==> src/rtl/timer_count_ctrl.sv <==
// timer_count_ctrl
// Sequencing controller for the 64-bit timer counter. It sits between the
// register block and the counter, and it decides on every sys_clk cycle
// whether the counter increments. The block owns the prescaler and the
// IDLE/RUN/HALT state machine.
//
// Ports:
//   sys_clk            system clock; all state updates on the rising edge
//   sys_rst_n          asynchronous active-low reset
//   timer_en           TCR.timer_en level
//   div_en             TCR.div_en level
//   div_val[3:0]       TCR.div_val; the division ratio is 2^div_val
//   halt_req           THCSR.halt_req level
//   dbg_mode           debugger attached; a halt is honoured only when set
//   counter_clear      one-cycle pulse; the timer is disabled and the
//                      counter is being cleared
//   counter_write_sel  software write to TDR0 (bit0) or TDR1 (bit1)
//   cnt_en             combinational counter increment strobe
//   halt_ack_status    registered; 1 while in HALT
//   ctrl_state[1:0]    registered state: 00 IDLE, 01 RUN, 10 HALT
//   presc_cnt          registered prescaler value (debug visibility)
//
// There is no valid/ready handshake in this block. cnt_en is a
// single-cycle strobe that the counter consumes unconditionally in the
// same cycle.
module timer_count_ctrl #(
  parameter int PRESCALE_W  = 8,
  parameter int MAX_DIV_VAL = 8
) (
  input  logic                  sys_clk,
  input  logic                  sys_rst_n,
  input  logic                  timer_en,
  input  logic                  div_en,
  input  logic [3:0]            div_val,
  input  logic                  halt_req,
  input  logic                  dbg_mode,
  input  logic                  counter_clear,
  input  logic [1:0]            counter_write_sel,
  output logic                  cnt_en,
  output logic                  halt_ack_status,
  output logic [1:0]            ctrl_state,
  output logic [PRESCALE_W-1:0] presc_cnt
);

  typedef enum logic [1:0] {
    ST_IDLE = 2'b00,
    ST_RUN  = 2'b01,
    ST_HALT = 2'b10
  } state_t;

  state_t                state_q;
  state_t                state_d;
  logic [PRESCALE_W-1:0] presc_q;
  logic [PRESCALE_W-1:0] presc_d;
  logic                  ack_q;
  logic [3:0]            eff_div;
  logic [PRESCALE_W-1:0] limit;
  logic                  halt_cond;
  logic                  at_limit;
  logic                  sw_write;

  assign halt_cond = halt_req && dbg_mode;
  assign sw_write  = (counter_write_sel != 2'b00);

  // Out-of-range ratios saturate rather than wrap.
  always_comb begin
    eff_div = 4'd0;
    if (div_en) begin
      if (div_val > 4'(MAX_DIV_VAL)) begin
        eff_div = 4'(MAX_DIV_VAL);
      end else begin
        eff_div = div_val;
      end
    end
  end

  // The value (1 << eff_div) - 1 is built as a mask of eff_div low ones.
  // That keeps the value at PRESCALE_W bits without an overflow bit.
  always_comb begin
    limit = '0;
    for (int i = 0; i < PRESCALE_W; i++) begin
      if (i < int'(eff_div)) begin
        limit[i] = 1'b1;
      end
    end
  end

  // The comparison is >= and not ==. If the limit drops below the current
  // count, the prescaler ticks at once and does not wrap through 2^W.
  assign at_limit = (presc_q >= limit);

  always_comb begin
    state_d = state_q;
    case (state_q)
      ST_IDLE: if (timer_en) state_d = ST_RUN;
      ST_RUN: begin
        if (!timer_en) begin
          state_d = ST_IDLE;
        end else if (halt_cond) begin
          state_d = ST_HALT;
        end
      end
      ST_HALT: begin
        if (!timer_en) begin
          state_d = ST_IDLE;
        end else if (!halt_cond) begin
          state_d = ST_RUN;
        end
      end
      default: state_d = ST_IDLE;
    endcase
  end

  // The prescaler update is in priority order. A software write restarts
  // the divide period. HALT freezes the count in the middle of the period,
  // so no increment is lost or repeated across a halt.
  always_comb begin
    presc_d = presc_q;
    if (counter_clear || (state_d == ST_IDLE)) begin
      presc_d = '0;
    end else if (sw_write) begin
      presc_d = '0;
    end else if (state_q == ST_HALT) begin
      presc_d = presc_q;
    end else if (state_q == ST_RUN) begin
      if (at_limit) begin
        presc_d = '0;
      end else begin
        presc_d = presc_q + 1'b1;
      end
    end
  end

  always_ff @(posedge sys_clk or negedge sys_rst_n) begin
    if (!sys_rst_n) begin
      state_q <= ST_IDLE;
      presc_q <= '0;
      ack_q   <= 1'b0;
    end else begin
      state_q <= state_d;
      presc_q <= presc_d;
      ack_q   <= (state_d == ST_HALT);
    end
  end

  assign cnt_en          = (state_q == ST_RUN) && at_limit && !sw_write;
  assign halt_ack_status = ack_q;
  assign ctrl_state      = state_q;
  assign presc_cnt       = presc_q;

endmodule

==> config.mk <==
export PLATFORM = sky130hd
export DESIGN_NAME = timer_count_ctrl
export DESIGN_NICKNAME = d
export VERILOG_FILES = /design/src/rtl/timer_count_ctrl.sv
export SDC_FILE = /design/constraint.sdc
export NUM_CORES = 1
export LEC_CHECK = 0
export ABC_AREA = 1
export BUFFER_PORTS_ARGS = -buffer_cell sky130_fd_sc_hd__buf_2
export CORE_MARGIN = 2
export CORE_UTILIZATION = 46
export DETAILED_ROUTE_END_ITERATION = 10
export HOLD_SLACK_MARGIN = 0.02
export PLACE_DENSITY = 0.83
export RECOVER_POWER = 25
export SYNTH_ARGS = -nofsm -noshare
export SYNTH_HDL_FRONTEND = slang
export SYNTH_SLANG_ARGS = --single-unit
==> constraint.sdc <==
create_clock -name sys_clk -period 1.5 [get_ports sys_clk]
set_clock_uncertainty 0.2 [all_clocks]
set_input_delay 0.15 -clock sys_clk [delete_from_list [all_inputs] [get_ports sys_clk]]
set_output_delay 0.15 -clock sys_clk [all_outputs]
set_load 0.02 [all_outputs]
* Word-level counts from Yosys, hierarchy flattened
Cells that the tools add are included.
** Cells by class
- Add/sub/neg operators :: 1
- Order comparisons :: 10
- Equality and inequality tests :: 4
- Multiplexer cells :: 21
- Reduce and logical (&&, ||, !) cells :: 10
** Operators by type and width (number)
- 2-to-1 mux 8 bit :: 5
- less-than comparator 3 x 4 -> 1 bit (first input constant) :: 4
- 2-to-1 mux 2 bit :: 5
- adder 8 x 1 -> 8 bit (second input constant) :: 1
- >= comparator 8 bit :: 1
- less-than comparator 1 x 4 -> 1 bit (first input constant) :: 2
- less-than comparator 2 x 4 -> 1 bit (first input constant) :: 2
- 2-to-1 mux 1 bit :: 8
- 2-to-1 mux 4 bit :: 2
- one-hot mux 2 bit (3 select lines) :: 1
- == test 2 bit (second input constant) :: 2
- > comparator 4 bit (second input constant) :: 1
- zero test 2 bit :: 2
- logical AND 1 bit :: 3
- inequality test 3 bit (second input constant) :: 1
- nonzero test 3 bit :: 1
- == test 2 x 1 -> 1 bit (second input constant) :: 1
- AND reduction 2 bit :: 1
- nonzero test 2 bit :: 1
- zero test 1 bit :: 1
- logical OR 1 bit :: 1
** Word-level totals
- Register bits after elaboration :: 11
- Bits of input ports :: 13
- Output and inout port bits :: 12
- Logic and storage cells :: 49

* Logic depth before layout (Yosys ltp)
- Depth in word-level cells :: 11
- Depth in mapped cells :: 13
- Depth with buffers taken out :: 13

* Worst setup path before layout
Ideal clock, no wire load.
- Kind :: in2out
- Start :: input div_val[3]
- End :: output cnt_en
- Arrival :: 1.565 ns
- Data required time :: 1.150 ns
- Path slack :: -0.415 ns
- Cell stages on the path :: 11
- Buffers on the path :: 0
- Path through :: o21ai_0 > inv_1 > a21oi_1 > nand2_1 > ha_1 > nand2_1 > nor2_1 > nor2_1 > nand2_1 > nand2_1 > a21oi_1
** Between the ends
- Cells in the longest elaborated chain, start to end :: 8
- Elaborated cells between the ends (all ways) :: 22
- Those cells by class :: order compare: 10; mux: 10; reduce/logical: 2
** RTL lines
- start: declaration :: line 34 : input logic [3:0] div_val,
- > comparator 4 bit :: line 69 : if (div_val > 4'(MAX_DIV_VAL)) begin
- 2-to-1 mux 4 bit (*) :: line 69
- 2-to-1 mux 4 bit (*) :: line 68 : if (div_en) begin
- less-than comparator 1 x 4 -> 1 bit (tied with other cells) :: line 82 : if (i < int'(eff_div)) begin
- 2-to-1 mux 1 bit :: line 82
- >= comparator 8 bit (*) :: line 90 : assign at_limit = (presc_q >= limit);
- logical AND 1 bit (*) (2 in a row) :: line 146 : assign cnt_en = (state_q == ST_RUN) && at_limit && !sw_write;
- end: declaration :: line 39 : output logic cnt_en,
Mark *: on every way between the ends. The rest lies on a longest branch, timed or not.

* Final worst setup path
- Start :: register presc_q[3] (netlist: presc_cnt[3])
- End :: output cnt_en
** Between the ends
- Cells in the longest elaborated chain, start to end :: 3
** RTL lines
- start: declaration :: line 53 : logic [PRESCALE_W-1:0] presc_q;
- start signal: assignment :: line 141 : presc_q <= presc_d;
- >= comparator 8 bit :: line 90
- logical AND 1 bit (2 in a row) :: line 146
Every way passes these cells.

==> reports/summary.md <==
- 3 — number of buffers created by CTS
- 2 — deepest clock path buffer count
- 0% — parity-gate share of the synthesized area counting xor and xnor cells
- 9 — count of final setup violators
- 0 — remaining routing DRC violations
- 12.2% — post-synthesis compound-gate area fraction
- 35.2% — basic-gate share of the synthesized area counting and, or, nand and nor cells
- cnt_en — CP Capture Point
- 0 — antenna violations before repair
- presc_cnt[5]$_DFFE_PN0P_ — capturing point of the worst reg2reg path
- 30.1% — area share of the largest cell type after synthesis
- 48.6 um — Die Width
- 3220 um — final routed wirelength across all metal layers
- 158 — total nets after synthesis
- 0 — total count of max-transition violations in the final report
- 68.9% — Synth-to-Final Area Change
- 0.510 GHz — f_max
- 1.15 ns — required time at the worst-slack endpoint
- 0 — Maximum Capacitance Violations
- 49.2% — ratio of cells with drive above 1 in the final layout
- 11 — flip-flop and latch count after synthesis
- yes — clock tree from TritonCTS
- 12 — R2R cell count
- 120 — fill cell count
- 44 — DRC violation total after the first TritonRoute iteration
- 30 x sky130_fd_sc_hd__nand2_1, 20 x sky130_fd_sc_hd__inv_1, 20 x sky130_fd_sc_hd__buf_2, 20 x sky130_fd_sc_hd__buf_4, 17 x sky130_fd_sc_hd__nor2_1 — highest-count cells in the layout ignoring fill and taps
- 131% — share of the cycle needed by the critical path after routing
- simple AND/OR/NAND/NOR gates — combinational family with the most area after synthesis
- sky130_fd_sc_hd__nand2_1 — most frequent standard cell in the layout excluding fill and tap cells
- 28.0% — Tot GR Track Use
- 1.61 ns — arrival time worst endpoint
- 3 — quantity of hold-fixing buffers added after cts
- in -> reg — worst min-delay path class
- 2080 um — final HPWL from detailed placement
- 1,156 — via count
- 0.08 ns — clock-pin slew on the worst setup and hold paths
- 25 — number of ports placed on the die boundary
- flop — type of origin of the critical path
- 1.96 ns — min Tclk post-route
- 0 — sum of overflow across all layers after global routing
- 6.73 sq um — average footprint of a synthesized cell
- presc_cnt[0]$_DFFE_PN0P_ — RR Startpoint
- 915 sq um — mapped cell area
- 59.1% — Slew Limit Headroom
- -0.42 ns — setup slack, reg-to-reg
- -0.0446 ns — final worst hold slack
- 1 — H-tree lvl count
- 16 — Core Rows
- negative hold slack, negative setup slack — violations in the final reports
- 11 — total number of clock tree sinks
- 0.29 ns — latest clock arrival within the worst-skew pair
- finished, violations left — outcome
- 0.751 nW — leakage dissipation
- 0 — number of synthesis warnings
- 13 — pin count of the biggest net entering global routing
- 4 — number of detailed-routing iterations run before antenna repair
- -0.553 ns — setup slack after placement
- 4870 um — first-pass GRT wire length
- 214 — layout net count
- 24 — number of I/O port buffers
- 48.6 um — Vert. Die Dim
- -0.459 ns — Worst Slack Setup Final
- 0% — multiplexer fraction of the synthesized cell area
- sky130_fd_sc_hd__dfrtp_1 30%, sky130_fd_sc_hd__nand2_1 14%, sky130_fd_sc_hd__ha_1 12% — leading cell types by total area after synthesis
- 0.856 — last weighted congestion value of the routability-driven placer
- 136 — Mapped Cells
- 14.8 um — Wirelength per Cell
- sky130_fd_sc_hd__dfrtp_1 — Synth area leader
- 12.3% — arithmetic-cell share of the synthesized area counting full adders, half adders and majority gates
- output port — sort of element at the end of the critical path
- 30.1% — share of the yosys chip area belonging to registers
- 19 — Netlist cell types
- 0.000712 W — final total power
- 5.30 — vias per inst
- yes — setup repair after global routing missed its margin
- 2360 sq um — Die Outline Area
- 0 — Antenna Diode Count
- 1920 sq um — core area
- presc_cnt[3]$_DFFE_PN0P_ — critical path startpoint
- sky130_fd_sc_hd__clkbuf_4 — library cell used as clock root buffer
- 1,152 — vias in the first global route
- 0 — antenna violation net count after detailed routing
- 2 — peak fanout along the critical path
- -3.65 ns — sum of negative setup slack
- 0.527 mV — maximum ir drop on the vdd rail
- 47.6% — initial core utilization
- 0.614 ns — Worst-Margin Slew
- 461 nW/um^2 — Pwr per Cell Area
- reg -> out — start-to-end type of the worst setup path
- 3 — endpoints failing hold
-- cells in the mapped netlist, drive strengths merged --
master,count
a21boi,1
a21o,1
a21oi,12
buf,1
dfrtp,11
ha,9
inv,22
nand2,36
nand3,13
nor2,20
nor3,3
o21a,1
o21ai,5
or2,1
-- metal layers --
metal	GRT usage, %	vias to the layer above	routed length [um]
li1	-	543	-
met1	25.7	522	1100
met2	51.6	68	1670
met3	5.25	23	232
met4	25.7	0	226
met5	0	-	0
-- how the worst min path moves through the flow --
stage,start,end,cells past startpoint
global route,timer_en,ctrl_state[0]$_DFF_PN0_,3
floorplan,sys_rst_n,ctrl_state[0]$_DFF_PN0_,0
CTS,timer_en,ctrl_state[0]$_DFF_PN0_,3
detailed placement,sys_rst_n,presc_cnt[6]$_DFFE_PN0P_,1
finish,timer_en,ctrl_state[0]$_DFF_PN0_,3
global placement,sys_rst_n,presc_cnt[4]$_DFFE_PN0P_,1
-- flip-flops by register name, summed over array words and instances (netlist names) --
register,count
ctrl_state,2
presc_cnt,8
halt_ack_status,1
-- where the power goes --
part	total [W]	leakage (nW)	switching (W)	internal, W
registers	0.000303	0.141	0.00000309	0.000300
clock network	0.000218	0.0150	0.000114	0.000104
logic	0.000191	0.595	0.000105	0.0000867
-- repair_timing --
action | 4_1_cts | 5_1_grt
gates cloned | 0 | 0
resized for setup | 17 | 17
setup endpoints to repair | 9 | 9
pin swaps | 8 | 12
setup buffers | 5 | 3
endpoints found under the hold margin | 14 | 3
-- through the flow --
step	hold slack [ns]	utilization (%)	cell area (sq um)	instances
floorplan	-0.346	-	970	136
global placement	-0.177	64.5	1240	203
detailed placement	-0.172	64.5	1240	203
CTS	-0.0367	74.3	1430	215
global route	-0.0346	80.4	1550	218
finish	-0.0446	80.4	1550	218
-- kinds of logic (layout without fill, tap and decap cells) --
group / after synthesis / in the layout
AOI/OAI and AO/OA: 20 / 20
and+or+nand+nor: 73 / 73
DFF: 11 / 11
buffers and inverters: 23 / 78
adders and majority gates: 9 / 9
-- final cells by class --
cell class	instances	area, sq um	area share [%]
flip-flops and latches	11	283	18.3
clock buffers	4	26.3	1.70
repair buffers	52	383	24.8
inverters	22	82.6	5.34
multi-input cells	102	737	47.7
well taps	27	33.8	2.19
-- worst max-delay path: stages, from the launching register on --
cell and delay [ns]:
sky130_fd_sc_hd__dfrtp_2 0.42, sky130_fd_sc_hd__ha_4 0.28, sky130_fd_sc_hd__nand2_2 0.05, sky130_fd_sc_hd__nor2_1 0.09, sky130_fd_sc_hd__nor2_1 0.05, sky130_fd_sc_hd__nand2_1 0.07
sky130_fd_sc_hd__nand2_2 0.08, sky130_fd_sc_hd__a21oi_4 0.15, sky130_fd_sc_hd__buf_6 0.13
No activity file was read; power rests on OpenSTA's default activity.
